<file path="src/rtl/vga_draw_pkg.sv">
// Shared types and constants for the VGA pixel-write sequencing logic.
// No logic, so there is no latency.
// No handshake, so there is no backpressure.
package vga_draw_pkg;

  localparam int VGA_X_W = 8;
  localparam int VGA_Y_W = 7;
  localparam int VGA_C_W = 3;

  localparam int                 DEF_SCREEN_W  = 160;
  localparam int                 DEF_SCREEN_H  = 120;
  localparam logic [VGA_C_W-1:0] DEF_BG_COLOUR = 3'b000;

  typedef enum logic [1:0] {
    IDLE = 2'd0,
    SCAN = 2'd1,
    FIN  = 2'd2
  } state_t;

endpackage

</file>
<file path="src/rtl/vga_scan_counter.sv">
// Row-major raster counter over a rectangle: reloads to x0 at row end and flags the final pixel.
// cx/cy update on the edge where load or step is high; vis_nxt is combinational from the next value.
// No handshake: the owner steps it once per cycle while scanning.
module vga_scan_counter
  import vga_draw_pkg::*;
#(
  parameter int SCREEN_W = DEF_SCREEN_W,
  parameter int SCREEN_H = DEF_SCREEN_H
) (
  input  logic       clock,
  input  logic       reset,
  input  logic       load,
  input  logic       step,
  input  logic [7:0] ld_x,
  input  logic [6:0] ld_y,
  input  logic [7:0] ld_w,
  input  logic [6:0] ld_h,
  output logic [8:0] cx,
  output logic [7:0] cy,
  output logic       last,
  output logic       vis_nxt
);

  localparam logic [8:0] X_LIM = 9'(SCREEN_W);
  localparam logic [7:0] Y_LIM = 8'(SCREEN_H);

  logic [8:0] x_start;
  logic [8:0] x_end;
  logic [7:0] y_end;
  logic [8:0] cx_nxt;
  logic [7:0] cy_nxt;

  always_comb begin
    cx_nxt = cx;
    cy_nxt = cy;
    if (load) begin
      cx_nxt = {1'b0, ld_x};
      cy_nxt = {1'b0, ld_y};
    end else if (step) begin
      if (cx == x_end) begin
        cx_nxt = x_start;
        cy_nxt = cy + 8'd1;
      end else begin
        cx_nxt = cx + 9'd1;
      end
    end
  end

  assign vis_nxt = (cx_nxt < X_LIM) && (cy_nxt < Y_LIM);
  assign last    = (cx == x_end) && (cy == y_end);

  // Bounds are widened by one bit so x0+w-1 and y0+h-1 cannot wrap.
  always_ff @(posedge clock) begin
    if (reset) begin
      cx      <= '0;
      cy      <= '0;
      x_start <= '0;
      x_end   <= '0;
      y_end   <= '0;
    end else begin
      cx <= cx_nxt;
      cy <= cy_nxt;
      if (load) begin
        x_start <= {1'b0, ld_x};
        x_end   <= {1'b0, ld_x} + {1'b0, ld_w} - 9'd1;
        y_end   <= {1'b0, ld_y} + {1'b0, ld_h} - 8'd1;
      end
    end
  end

endmodule

</file>
<file path="src/rtl/vga_rect_fill_ctrl.sv">
// Rectangle-fill / screen-clear sequencer for the VGA adapter pixel port (abort: VGA_RECT_FILL_ABORT_EN).
// First plot is registered on the handshake edge; w*h scan cycles plus one done cycle.
// cmd_ready is high only in IDLE; the requester holds its command while busy.
module vga_rect_fill_ctrl
  import vga_draw_pkg::*;
#(
  parameter int                 SCREEN_W  = DEF_SCREEN_W,
  parameter int                 SCREEN_H  = DEF_SCREEN_H,
  parameter logic [VGA_C_W-1:0] BG_COLOUR = DEF_BG_COLOUR
) (
  input  logic       clock,
  input  logic       reset,
  input  logic       cmd_valid,
  output logic       cmd_ready,
  input  logic       cmd_clear,
  input  logic [7:0] cmd_x,
  input  logic [6:0] cmd_y,
  input  logic [7:0] cmd_w,
  input  logic [6:0] cmd_h,
  input  logic [2:0] cmd_colour,
  output logic [7:0] x,
  output logic [6:0] y,
  output logic [2:0] colour,
  output logic       plot,
  output logic       busy,
  output logic       done
`ifdef VGA_RECT_FILL_ABORT_EN
  ,
  input  logic       abort,
  output logic       aborted
`endif
);

  localparam logic [7:0] CLR_W = 8'(SCREEN_W);
  localparam logic [6:0] CLR_H = 7'(SCREEN_H);

  state_t     state;
  state_t     state_nxt;
  logic       accept;
  logic       empty_rect;
  logic       abort_req;
  logic       step;
  logic [7:0] eff_x;
  logic [6:0] eff_y;
  logic [7:0] eff_w;
  logic [6:0] eff_h;
  logic [2:0] eff_colour;
  logic [8:0] cx;
  logic [7:0] cy;
  logic       last;
  logic       vis_nxt;

`ifdef VGA_RECT_FILL_ABORT_EN
  logic aborted_q;
  assign abort_req = abort;
`else
  assign abort_req = 1'b0;
`endif

  assign accept     = cmd_valid && (state == IDLE);
  assign eff_x      = cmd_clear ? 8'd0 : cmd_x;
  assign eff_y      = cmd_clear ? 7'd0 : cmd_y;
  assign eff_w      = cmd_clear ? CLR_W : cmd_w;
  assign eff_h      = cmd_clear ? CLR_H : cmd_h;
  assign eff_colour = cmd_clear ? BG_COLOUR : cmd_colour;
  assign empty_rect = (eff_w == 8'd0) || (eff_h == 7'd0);
  assign step       = (state == SCAN) && !last && !abort_req;

  vga_scan_counter #(
    .SCREEN_W(SCREEN_W),
    .SCREEN_H(SCREEN_H)
  ) u_scan (
    .clock  (clock),
    .reset  (reset),
    .load   (accept),
    .step   (step),
    .ld_x   (eff_x),
    .ld_y   (eff_y),
    .ld_w   (eff_w),
    .ld_h   (eff_h),
    .cx     (cx),
    .cy     (cy),
    .last   (last),
    .vis_nxt(vis_nxt)
  );

  assign x = cx[7:0];
  assign y = cy[6:0];

  always_ff @(posedge clock) begin
    if (reset) state <= IDLE;
    else       state <= state_nxt;
  end

  always_comb begin
    state_nxt = state;
    case (state)
      IDLE:    if (accept) state_nxt = empty_rect ? FIN : SCAN;
      SCAN:    if (abort_req || last) state_nxt = FIN;
      FIN:     state_nxt = IDLE;
      default: state_nxt = IDLE;
    endcase
  end

  always_comb begin
    cmd_ready = (state == IDLE);
    busy      = (state != IDLE);
    done      = (state == FIN);
`ifdef VGA_RECT_FILL_ABORT_EN
    aborted   = (state == FIN) && aborted_q;
`endif
  end

  // plot is registered against the counter's next position so it lines up with x/y.
  always_ff @(posedge clock) begin
    if (reset) begin
      plot   <= 1'b0;
      colour <= '0;
    end else begin
      plot <= (state_nxt == SCAN) && vis_nxt;
      if (accept) colour <= eff_colour;
    end
  end

`ifdef VGA_RECT_FILL_ABORT_EN
  always_ff @(posedge clock) begin
    if (reset) aborted_q <= 1'b0;
    else       aborted_q <= (state == SCAN) && abort_req;
  end
`endif

endmodule

</file>
<file path="config.mk">
export PLATFORM = sky130hd
export DESIGN_NAME = vga_rect_fill_ctrl
export DESIGN_NICKNAME = d
export VERILOG_FILES = /design/src/rtl/vga_draw_pkg.sv /design/src/rtl/vga_scan_counter.sv /design/src/rtl/vga_rect_fill_ctrl.sv
export SDC_FILE = /design/constraint.sdc
export NUM_CORES = 1
export LEC_CHECK = 0
export CAP_MARGIN = 5
export CORE_MARGIN = 2
export CORE_UTILIZATION = 50
export DETAILED_ROUTE_END_ITERATION = 10
export PLACE_DENSITY = 0.76
export SETUP_SLACK_MARGIN = 0.5
export SKIP_LAST_GASP = 1
export SLEW_MARGIN = 0
export SYNTH_ARGS = -nofsm -noshare
export SYNTH_HDL_FRONTEND = slang
export SYNTH_SLANG_ARGS = --single-unit
</file>
<file path="constraint.sdc">
create_clock -name clock -period 3.75 [get_ports clock]
set_clock_uncertainty 0.2 [all_clocks]
set_input_delay 0.375 -clock clock [delete_from_list [all_inputs] [get_ports clock]]
set_output_delay 0.375 -clock clock [all_outputs]
set_load 0.005 [all_outputs]
</file>
Word level (Yosys, flattened, before mapping)
Cells that the tools add are included.
{ "word_totals": {"out_inout_bits": 22, "ff_bits": 48, "elab_cells": 47} }
{ "op_classes": {"reduce_logical": 11, "n_addsub": 6, "mux": 15, "n_lt_le_gt_ge": 2, "n_eq_ne": 5} }
{ "op_table": {"columns": ["op", "count"], "rows": [
  ["$mux W8", 5],
  ["$mux W9", 3],
  ["$mux W7", 2],
  ["$add A8 B8 Y9", 1],
  ["$add A9 B1 Y9 const B", 1],
  ["$eq A9 B9 Y1", 1],
  ["$lt A9 B8 Y1 const B", 1],
  ["$sub A9 B1 Y9 const B", 1],
  ["$add A7 B7 Y8", 1],
  ["$add A8 B1 Y8 const B", 1],
  ["$eq A8 B8 Y1", 1],
  ["$logic_not A8 Y1", 1],
  ["$lt A8 B7 Y1 const B", 1],
  ["$sub A8 B1 Y8 const B", 1],
  ["$logic_not A7 Y1", 1],
  ["$mux W2", 3],
  ["$logic_and A1 B1 Y1", 5],
  ["$eq A2 B1 Y1 const B", 2],
  ["$pmux W2 S2", 1],
  ["$mux W3", 1],
  ["$eq A2 B2 Y1 const B", 1],
  ["$logic_not A2 Y1", 1],
  ["$reduce_bool A2 Y1", 1],
  ["$logic_not A1 Y1", 1],
  ["$logic_or A1 B1 Y1", 1]
]} }

Depth between registers and ports, before layout
Gate-level depths: netlist (run 1).
{ "depth": {"ltp_word": 9, "ltp_mapped": 17} }

Modules after synthesis
A second synthesis (run 1) with hierarchy kept.
{ "hier_totals": {"hier_cells": 460, "area_unflattened_um2": 3522.1} }
{ "modules_own_cells": {"columns": ["mod", "cells_per_inst", "area_each_um2", "seq_area_each_um2", "n_inst"], "rows": [
  ["vga_scan_counter", 385, 2972.9, 840.8, 1],
  ["vga_rect_fill_ctrl", 75, 549.3, 120.1, 1]
]} }

Worst setup path after synthesis (run 1)
OpenSTA, ideal clock, no wires.
{ "synth_timing": {"path_type": "input port to flip-flop", "from": "input cmd_clear", "to": "register u_scan.y_end[7]", "path_buffers": 3, "setup_ns": 0.070, "setup_slack_ns": 0.414, "arrival_time_ns": 3.066, "path_stages": 17, "cell_sequence": "inv_1 buf_6 clkbuf_1 clkbuf_1 nand2_1 ha_1 inv_1 ha_1 inv_1 fa_1 nor2b_1 o21ai_0 a21boi_0 o21a_1 nor3_1 nand3b_1 a21oi_1"} }
{ "synth_between": {"elab_chain_len": 3, "elab_cells_between_ends": 4, "cone_classes": "add/sub: 2; mux: 2"} }
{ "synth_rtl": {"columns": ["element", "line", "source"], "rows": [
  ["start: declaration", "vga_rect_fill_ctrl.sv:15", "input logic cmd_clear,"],
  ["$mux W7, on equally long branches", "vga_rect_fill_ctrl.sv:62, vga_rect_fill_ctrl.sv:64", null],
  ["$add A7 B7 Y8 *", "vga_scan_counter.sv:66", "y_end <= {1'b0, ld_y} + {1'b0, ld_h} - 8'd1;"],
  ["$sub A8 B1 Y8 *", "vga_scan_counter.sv:66", null],
  ["end signal: assignment", "vga_scan_counter.sv:66", null],
  ["end: declaration", "vga_scan_counter.sv:29", "logic [7:0] y_end;"]
]} }
Every way passes the cells marked *; elsewhere a longest branch is shown, timed or not.
A chain may end at the register's enable or synchronous reset.

Worst setup path in the final report (run 1)
{ "layout_timing": {"from": "input cmd_clear", "to": "register u_scan.x_end[7]"} }
{ "layout_between": {"elab_chain_len": 3, "elab_cells_between_ends": 4, "cone_classes": "add/sub: 2; mux: 2"} }
{ "layout_rtl": {"columns": ["element", "line", "source"], "rows": [
  ["$mux W8, on equally long branches", "vga_rect_fill_ctrl.sv:61, vga_rect_fill_ctrl.sv:63", null],
  ["$add A8 B8 Y9 *", "vga_scan_counter.sv:65", "x_end <= {1'b0, ld_x} + {1'b0, ld_w} - 9'd1;"],
  ["$sub A9 B1 Y9 *", "vga_scan_counter.sv:65", null],
  ["end signal: assignment", "vga_scan_counter.sv:65", null],
  ["end: declaration", "vga_scan_counter.sv:28", "logic [8:0] x_end;"]
]} }
Marked as above.

==> flow_summary.json, run 1 <==
{
  "p_switching_uw": 491.5,
  "tightestPinTransition_ns": 0.8257,
  "synth_top_cell_area_share_pct": 27.77,
  "htree_num_levels": 2,
  "die_h_um": 87.20,
  "final_max_slew_viol_count": 0,
  "worstHoldStart": "u_scan.x_start[1]",
  "ys.flop_type": "dfxtp_1",
  "crit_fanout": 20,
  "synth_top_family_by_area": "simple AND/OR/NAND/NOR gates",
  "rr_endpoint": "plot",
  "max_freq_ghz": 0.3268,
  "cts-root-buf": "clkbuf_8",
  "relSlewSlack_pct": 44.76,
  "drive_above_1_share_pct": 6.953,
  "synth_cell_types": 51,
  "hold_viol_final": 0,
  "crit_type": "primary input to flop",
  "yosys_warnings": 0,
  "ir_worst_vdd_uv": 182.3,
  "grt_max_degree": 43,
  "clock_latency_ns": 0.31,
  "ant_nets": 0,
  "reg2regPathDepth": 7,
  "cp_cell_sequence": "clkdlybuf4s50_1, inv_2, buf_6, nand2_1, ha_1, inv_1, ha_1, inv_1, fa_1, nor2b_2, o21ai_0, a21oi_1, o21a_1, nor3_1, nand3b_1, a21oi_1",
  "crit_family": "buffers and inverters",
  "syn_to_final_growth_pct": 18.26,
  "p_sw_share_pct": 33.45,
  "drt_iter0_markers": 191,
  "die_area_um2": 7603,
  "synth_cells": 449,
  "rsz0062_at_grt": "no",
  "drv_cap": 0,
  "postPlaceCellArea_um2": 3960,
  "critPathBufInv": 5,
  "post-route-period-util_pct": 81.59,
  "syn_area_per_cell_um2": 7.708,
  "ys_async_sr_fraction_pct": 0,
  "setup_viol_count_final": 0,
  "critPathCaptureType": "flop",
  "hold_depth": 2,
  "leakagePower_uw": 0.001802,
  "p_per_area_nw_per_um2": 359.1,
  "seq_area_um2": 960.9,
  "die_width_um": 87.20,
  "ys_seq_area_share_pct": 27.77,
  "portBuffers": 58,
  "routed_wl_mm": 8.126,
  "holdPathEnd": "u_scan.x_start[1]",
  "diodes": 0,
  "ys_ff_latch": 48,
  "synth-compound-area-share_pct": 17.25,
  "critPathRequiredTime_ns": 3.79,
  "status": "complete, no violations",
  "cts_tree": "built",
  "antenna_found_initial": 0,
  "gp_congestion": 0.8435,
  "drc": 0,
  "syn_area_um2": 3461,
  "worst-r2r-setup-slack_ns": 1.04,
  "layout.nets": 557,
  "synthSimpleGateAreaFrac_pct": 23.97,
  "synthXorXnorAreaFrac_pct": 7.592,
  "synth_fa_ha_area_share_pct": 12.00,
  "slowest_delay_ns": 0.43,
  "clockBufferDepth": 2,
  "track_usage_pct": 22.35,
  "finalSetupTns_ns": 0,
  "reg2reg_from": "u_scan.cx[3]",
  "cts_buffers": 5,
  "cts.reportedPaths.clkPinSlew_ns": 0.09,
  "multi_input_area_um2": 2137,
  "p_int_uw": 978.0,
  "io_pins": 59,
  "via_count": 3141,
  "routedWlPerCell_um": 14.28,
  "min_path_type": "flop to flop",
  "firstDrtPassIters": 5,
  "synth.area.mux_share_pct": 0.8677,
  "dpl.hpwl_mm": 6.259,
  "cts_sinks": 48,
  "grt_pass1_vias": 2863,
  "netlist.top_cell.by_area": "dfxtp_1",
  "grt-ovfl-total": 0,
  "rows": 30,
  "fill_cells": 618,
  "cp_data_arrival_time_ns": 3.10,
  "post-route-min-period_ns": 3.060,
  "viasPerCell": 5.520,
  "core_area_um2": 6756,
  "final_area_um2": 4093,
  "initial_core_util_pct": 51.22,
  "sequentialPowerShare_pct": 40.4,
  "cp_slowest_cell": "clkdlybuf4s50_1",
  "synth_fp_nets": 518,
  "pwr-share-clk_pct": 25.8,
  "start_kind": "primary input",
  "synth_area_leaders": "dfxtp_1, ha_1, nand2_1",
  "synth_edf_count": 0,
  "grt_pass1_wl_mm": 13.59,
  "pwr-share-comb_pct": 33.8
}
state kept, by name, summed over array words and instances, names as in the netlist:
signal	cells
u_scan.cx	9
u_scan.x_end	9
u_scan.cy	8
u_scan.x_start	8
u_scan.y_end	8
colour	3
state	2
plot	1
power groups by stage:
stage	Combinational (uW)	Clock, uW	Sequential, uW
after floorplan	365	0	592
after global placement	473	0	604
after detailed placement	484	0	605
after CTS	488	382	594
after global routing	554	407	601
final	497	379	594
per-stage QoR:
step	hold slack [ns]	cells	utilization, %	power, uW	setup slack, ns
6_report	0.2702	569	60.57	1470	0.6903
5_1_grt	0.2761	569	60.57	1562	0.5157
4_1_cts	0.2665	567	60.26	1464	0.5894
3_5_place_dp	0.2544	559	58.61	1089	0.2646
3_3_place_gp	0.2412	559	58.61	1077	0.4315
2_1_floorplan	0.2357	449	-	957.6	0.6106
layout make-up:
type	instances	share of cell area [%]
Multi-Input combinational cell	331	52.22
Sequential cell	48	23.48
Timing Repair Buffer	67	15.93
Inverter	35	3.210
Tap cell	80	2.446
Clock buffer	5	1.681
Clock inverter	3	1.039
cells by family after synthesis:
logic type / after synthesis
AO/OA/AOI/OAI: 93
AND/OR/NAND/NOR: 173
XOR/XNOR: 30
flip-flops: 48
buffers and inverters: 70
multiplexers: 3
adder cells (fa/ha/maj): 32
layout by cell type, fill, tap and decap left out, drive strengths merged, types with 2 or more instances in the layout:
cell type,synthesis,final
a21oi,39,39
clkdlybuf4s50,0,58
o21a,3,3
nand4,4,4
inv,35,35
dfxtp,48,48
o21ai,13,13
fa,2,2
clkbuf,13,5
nand2,58,58
mux2i,3,3
nor4,5,5
nor2b,6,6
a211oi,13,13
ha,30,30
o21ba,3,3
and2,3,3
and3,11,11
a31oi,5,5
nor3b,2,2
o211ai,2,2
nand2b,2,2
buf,22,9
xor2,22,22
nor3,14,14
xnor2,8,8
a21o,3,3
nand3b,2,2
nand3,15,15
nor2,51,51
a221oi,4,4
synth_stat cells, types with 2 or more instances:
| library cell | count |
|---|---|
| and2_1 | 2 |
| xor2_1 | 22 |
| nor2b_1 | 6 |
| o21a_1 | 3 |
| a21oi_1 | 39 |
| buf_4 | 15 |
| nand3b_1 | 2 |
| dfxtp_1 | 48 |
| a211oi_1 | 11 |
| nand2_1 | 57 |
| a31oi_1 | 5 |
| a211oi_2 | 2 |
| buf_6 | 6 |
| o21ai_0 | 13 |
| a221oi_1 | 4 |
| fa_1 | 2 |
| nand2b_1 | 2 |
| xnor2_1 | 8 |
| a21o_1 | 3 |
| nand3_1 | 14 |
| nor4_1 | 2 |
| o21ba_2 | 3 |
| mux2i_1 | 3 |
| nand4_1 | 4 |
| nor2_1 | 51 |
| ha_1 | 30 |
| nor3_1 | 13 |
| clkbuf_1 | 13 |
| nor4_2 | 2 |
| inv_1 | 35 |
| and3_1 | 9 |
routing by layer:
| metal | GRT usage, % | vias to the layer above | wire length [um] | share of wire (%) |
|---|---|---|---|---|
| met2 | 33.93 | 102 | 3521 | 43 |
| met1 | 33.39 | 1426 | 4098 | 50 |
| met3 | 3.033 | 11 | 418 | 5.1 |
| li1 | - | 1602 | - | - |
| met5 | 0 | - | 0 | 0 |
| met4 | 5.455 | 0 | 87 | 1.1 |
worst max path at each step:
stage | startpoint | end | slack (ns) | cells after the start
5_1_grt | cmd_clear | u_scan.x_end[7] | 0.52 | 16
6_report | cmd_clear | u_scan.x_end[7] | 0.69 | 16
2_1_floorplan | cmd_clear | u_scan.y_end[7] | 0.61 | 17
3_5_place_dp | cmd_clear | u_scan.x_end[7] | 0.26 | 16
4_1_cts | cmd_clear | u_scan.x_end[7] | 0.59 | 16
3_3_place_gp | cmd_clear | u_scan.y_end[7] | 0.43 | 16
worst min-delay path, stage by stage, from the launching register on:
cell	delay [ns]
dfxtp_1	0.32
nand2_1	0.05
a21oi_1	0.05
what timing repair did:
| action | in CTS | in global routing |
|---|---|---|
| setup buffers | 0 | 2 |
| setup endpoints to repair | 0 | 4 |
| hold buffers | 0 | 0 |
| gates resized for setup | 0 | 4 |
(Power assumes the default switching activity.)
==> inputs of run 2 (changes only) <==
- clock period: 3.75 -> 3 ns (I/O delays scaled with it)
==> run 2 against run 1 <==
Setup slack worse by 0.18 ns. Die area stayed put. Final area is 14% higher. Critical path depth increased by 1. Flip-flop and latch count did not move. Clock-buffer cell count did not move. Register-to-register slack worse by 0.42 ns. Sequential share of layout area shrank 2.8 points. Largest cell class unchanged. Largest power group is now combinational cells.
==> flow_summary.json, run 2 (synthesis gave the netlist of run 1 again) <==
{
  "status": "complete, no violations",
  "antenna_found_initial": 0,
  "reg.largest.list": "u_scan.cx (9), u_scan.x_end (9)",
  "cts_buffers": 5,
  "grt_max_degree": 47,
  "ant_nets": 0,
  "grt-ovfl-total": 0,
  "leakagePower_uw": 0.002064,
  "final_common_cell": "nor2_1",
  "start_kind": "primary input",
  "viasPerCell": 5.692,
  "fin_util_pct": 69.28,
  "initial_core_util_pct": 51.22,
  "pwr-share-clk_pct": 23.5,
  "sequentialPowerShare_pct": 36.8,
  "cp_data_arrival_time_ns": 2.53,
  "grt_pass1_wl_mm": 14.37,
  "critPathRequiredTime_ns": 3.05,
  "grt_pass1_vias": 3046,
  "drive_above_1_share_pct": 22.05,
  "p_per_area_nw_per_um2": 430.0,
  "reg2regPathDepth": 7,
  "cts_sinks": 48,
  "routed_wl_mm": 9.423,
  "cts-root-buf": "clkbuf_8",
  "htree_num_levels": 2,
  "portBuffers": 58,
  "p_switching_uw": 685.9,
  "post-route-min-period_ns": 2.486,
  "core_area_um2": 6756,
  "rsz0062_at_grt": "yes",
  "io_pins": 59,
  "p_int_uw": 1327,
  "relSlewSlack_pct": 65.33,
  "final_max_slew_viol_count": 0,
  "die_width_um": 87.20,
  "track_usage_pct": 23.76,
  "routedWlPerCell_um": 15.78,
  "ir_worst_vdd_uv": 250.9,
  "final_area_um2": 4681,
  "tightestPinTransition_ns": 0.5182,
  "crit_fanout": 5,
  "crit_type": "primary input to flop",
  "gp_congestion": 0.8555,
  "via_count": 3398,
  "die_h_um": 87.20,
  "min_path_type": "primary input to flop",
  "critPathCaptureType": "flop",
  "drc": 0,
  "p_sw_share_pct": 34.08,
  "drv_cap": 0,
  "dpl.hpwl_mm": 6.610,
  "layout.nets": 585,
  "die_area_um2": 7603,
  "finalSetupTns_ns": 0,
  "max_freq_ghz": 0.4023,
  "layout_common_cells": "nor2_1, clkdlybuf4s50_1, nand2_1, dfxtp_1, a21oi_1",
  "hold_depth": 4,
  "postPlaceCellArea_um2": 4145,
  "clockBufferDepth": 2,
  "cts.reportedPaths.clkPinSlew_ns": 0.09,
  "syn_to_final_growth_pct": 35.25,
  "diodes": 0,
  "pwr-share-comb_pct": 39.7,
  "clock_latency_ns": 0.30,
  "setup_viol_count_final": 0,
  "drt_iter0_markers": 210,
  "rows": 30,
  "post-route-period-util_pct": 82.87,
  "cts_tree": "built",
  "hold_viol_final": 0,
  "firstDrtPassIters": 4
}
run 2: changes by cell type in the layout (fill, tap and decap cells not counted), sizes merged:
cell	before	now
clkdlybuf4s50	58	47
dlymetal6s2s	0	5
inv	35	34
clkbuf	5	6
dlygate4sd2	0	5
clkinvlp	1	2
buf	9	37
run 2: repair_timing:
item,in CTS,in global routing
hold endpoints to repair,0,0
pin swaps,10,32
cloned,2,1
hold buffers,0,0
setup buffers,5,5
resized for setup,18,61
setup endpoints to repair,15,16
run 2: final timing paths:
path	slack (ns)	start	to
hold / removal	0.25	cmd_h[0]	u_scan.y_end[0]
setup reg to reg	0.62	u_scan.cx[4]	plot
setup / recovery	0.51	cmd_clear	u_scan.x_end[7]
hold reg to reg	0.26	u_scan.x_start[1]	u_scan.x_start[1]
run 2: area by class of cell:
cell class	instances	area, um^2
clock buffer	5	68.82
clock inverter	3	42.54
fill	535	2076
inverter	35	140.1
multi-input combinational	331	2371
sequential	48	965.9
tap	80	100.1
timing repair buffer	95	992.2
run 2: per-stage QoR:
stage / setup WS (ns) / power (uW) / hold WS, ns / cells
after floorplan: 0.2296 / 1207 / 0.1843 / 449
after global placement: -0.08620 / 1395 / 0.2449 / 576
after global routing: 0.4317 / 2118 / 0.2586 / 597
final: 0.5140 / 2013 / 0.2525 / 597
after detailed placement: -0.2448 / 1417 / 0.2489 / 576
after CTS: 0.4379 / 1919 / 0.2621 / 591
run 2: metal layers:
layer  track usage [%]  up-vias  share of wire, %
met3             3.318       20               4.9
met5                 0        -                 0
li1                  -     1655                 -
met1             34.09     1602                45
met4             5.315        0               2.2
met2             37.96      121                48
run 2: power by group through the flow:
stage,clock network (uW),logic [uW],registers (uW)
after detailed placement,0,662,755
after floorplan,0,467,740
after global placement,0,643,753
final,472,799,742
after global routing,504,866,748
after CTS,477,702,740
run 2: critical path, stage by stage:
cell	delay (ns)
buf_8	0.10
clkinvlp_4	0.13
buf_12	0.12
buf_16	0.11
nand2_2	0.06
ha_4	0.17
inv_4	0.05
ha_4	0.13
inv_2	0.04
fa_2	0.36
nor2b_4	0.15
o21ai_2	0.08
a21oi_2	0.16
o21a_1	0.20
nor3_2	0.06
nand3b_1	0.17
a21oi_2	0.12
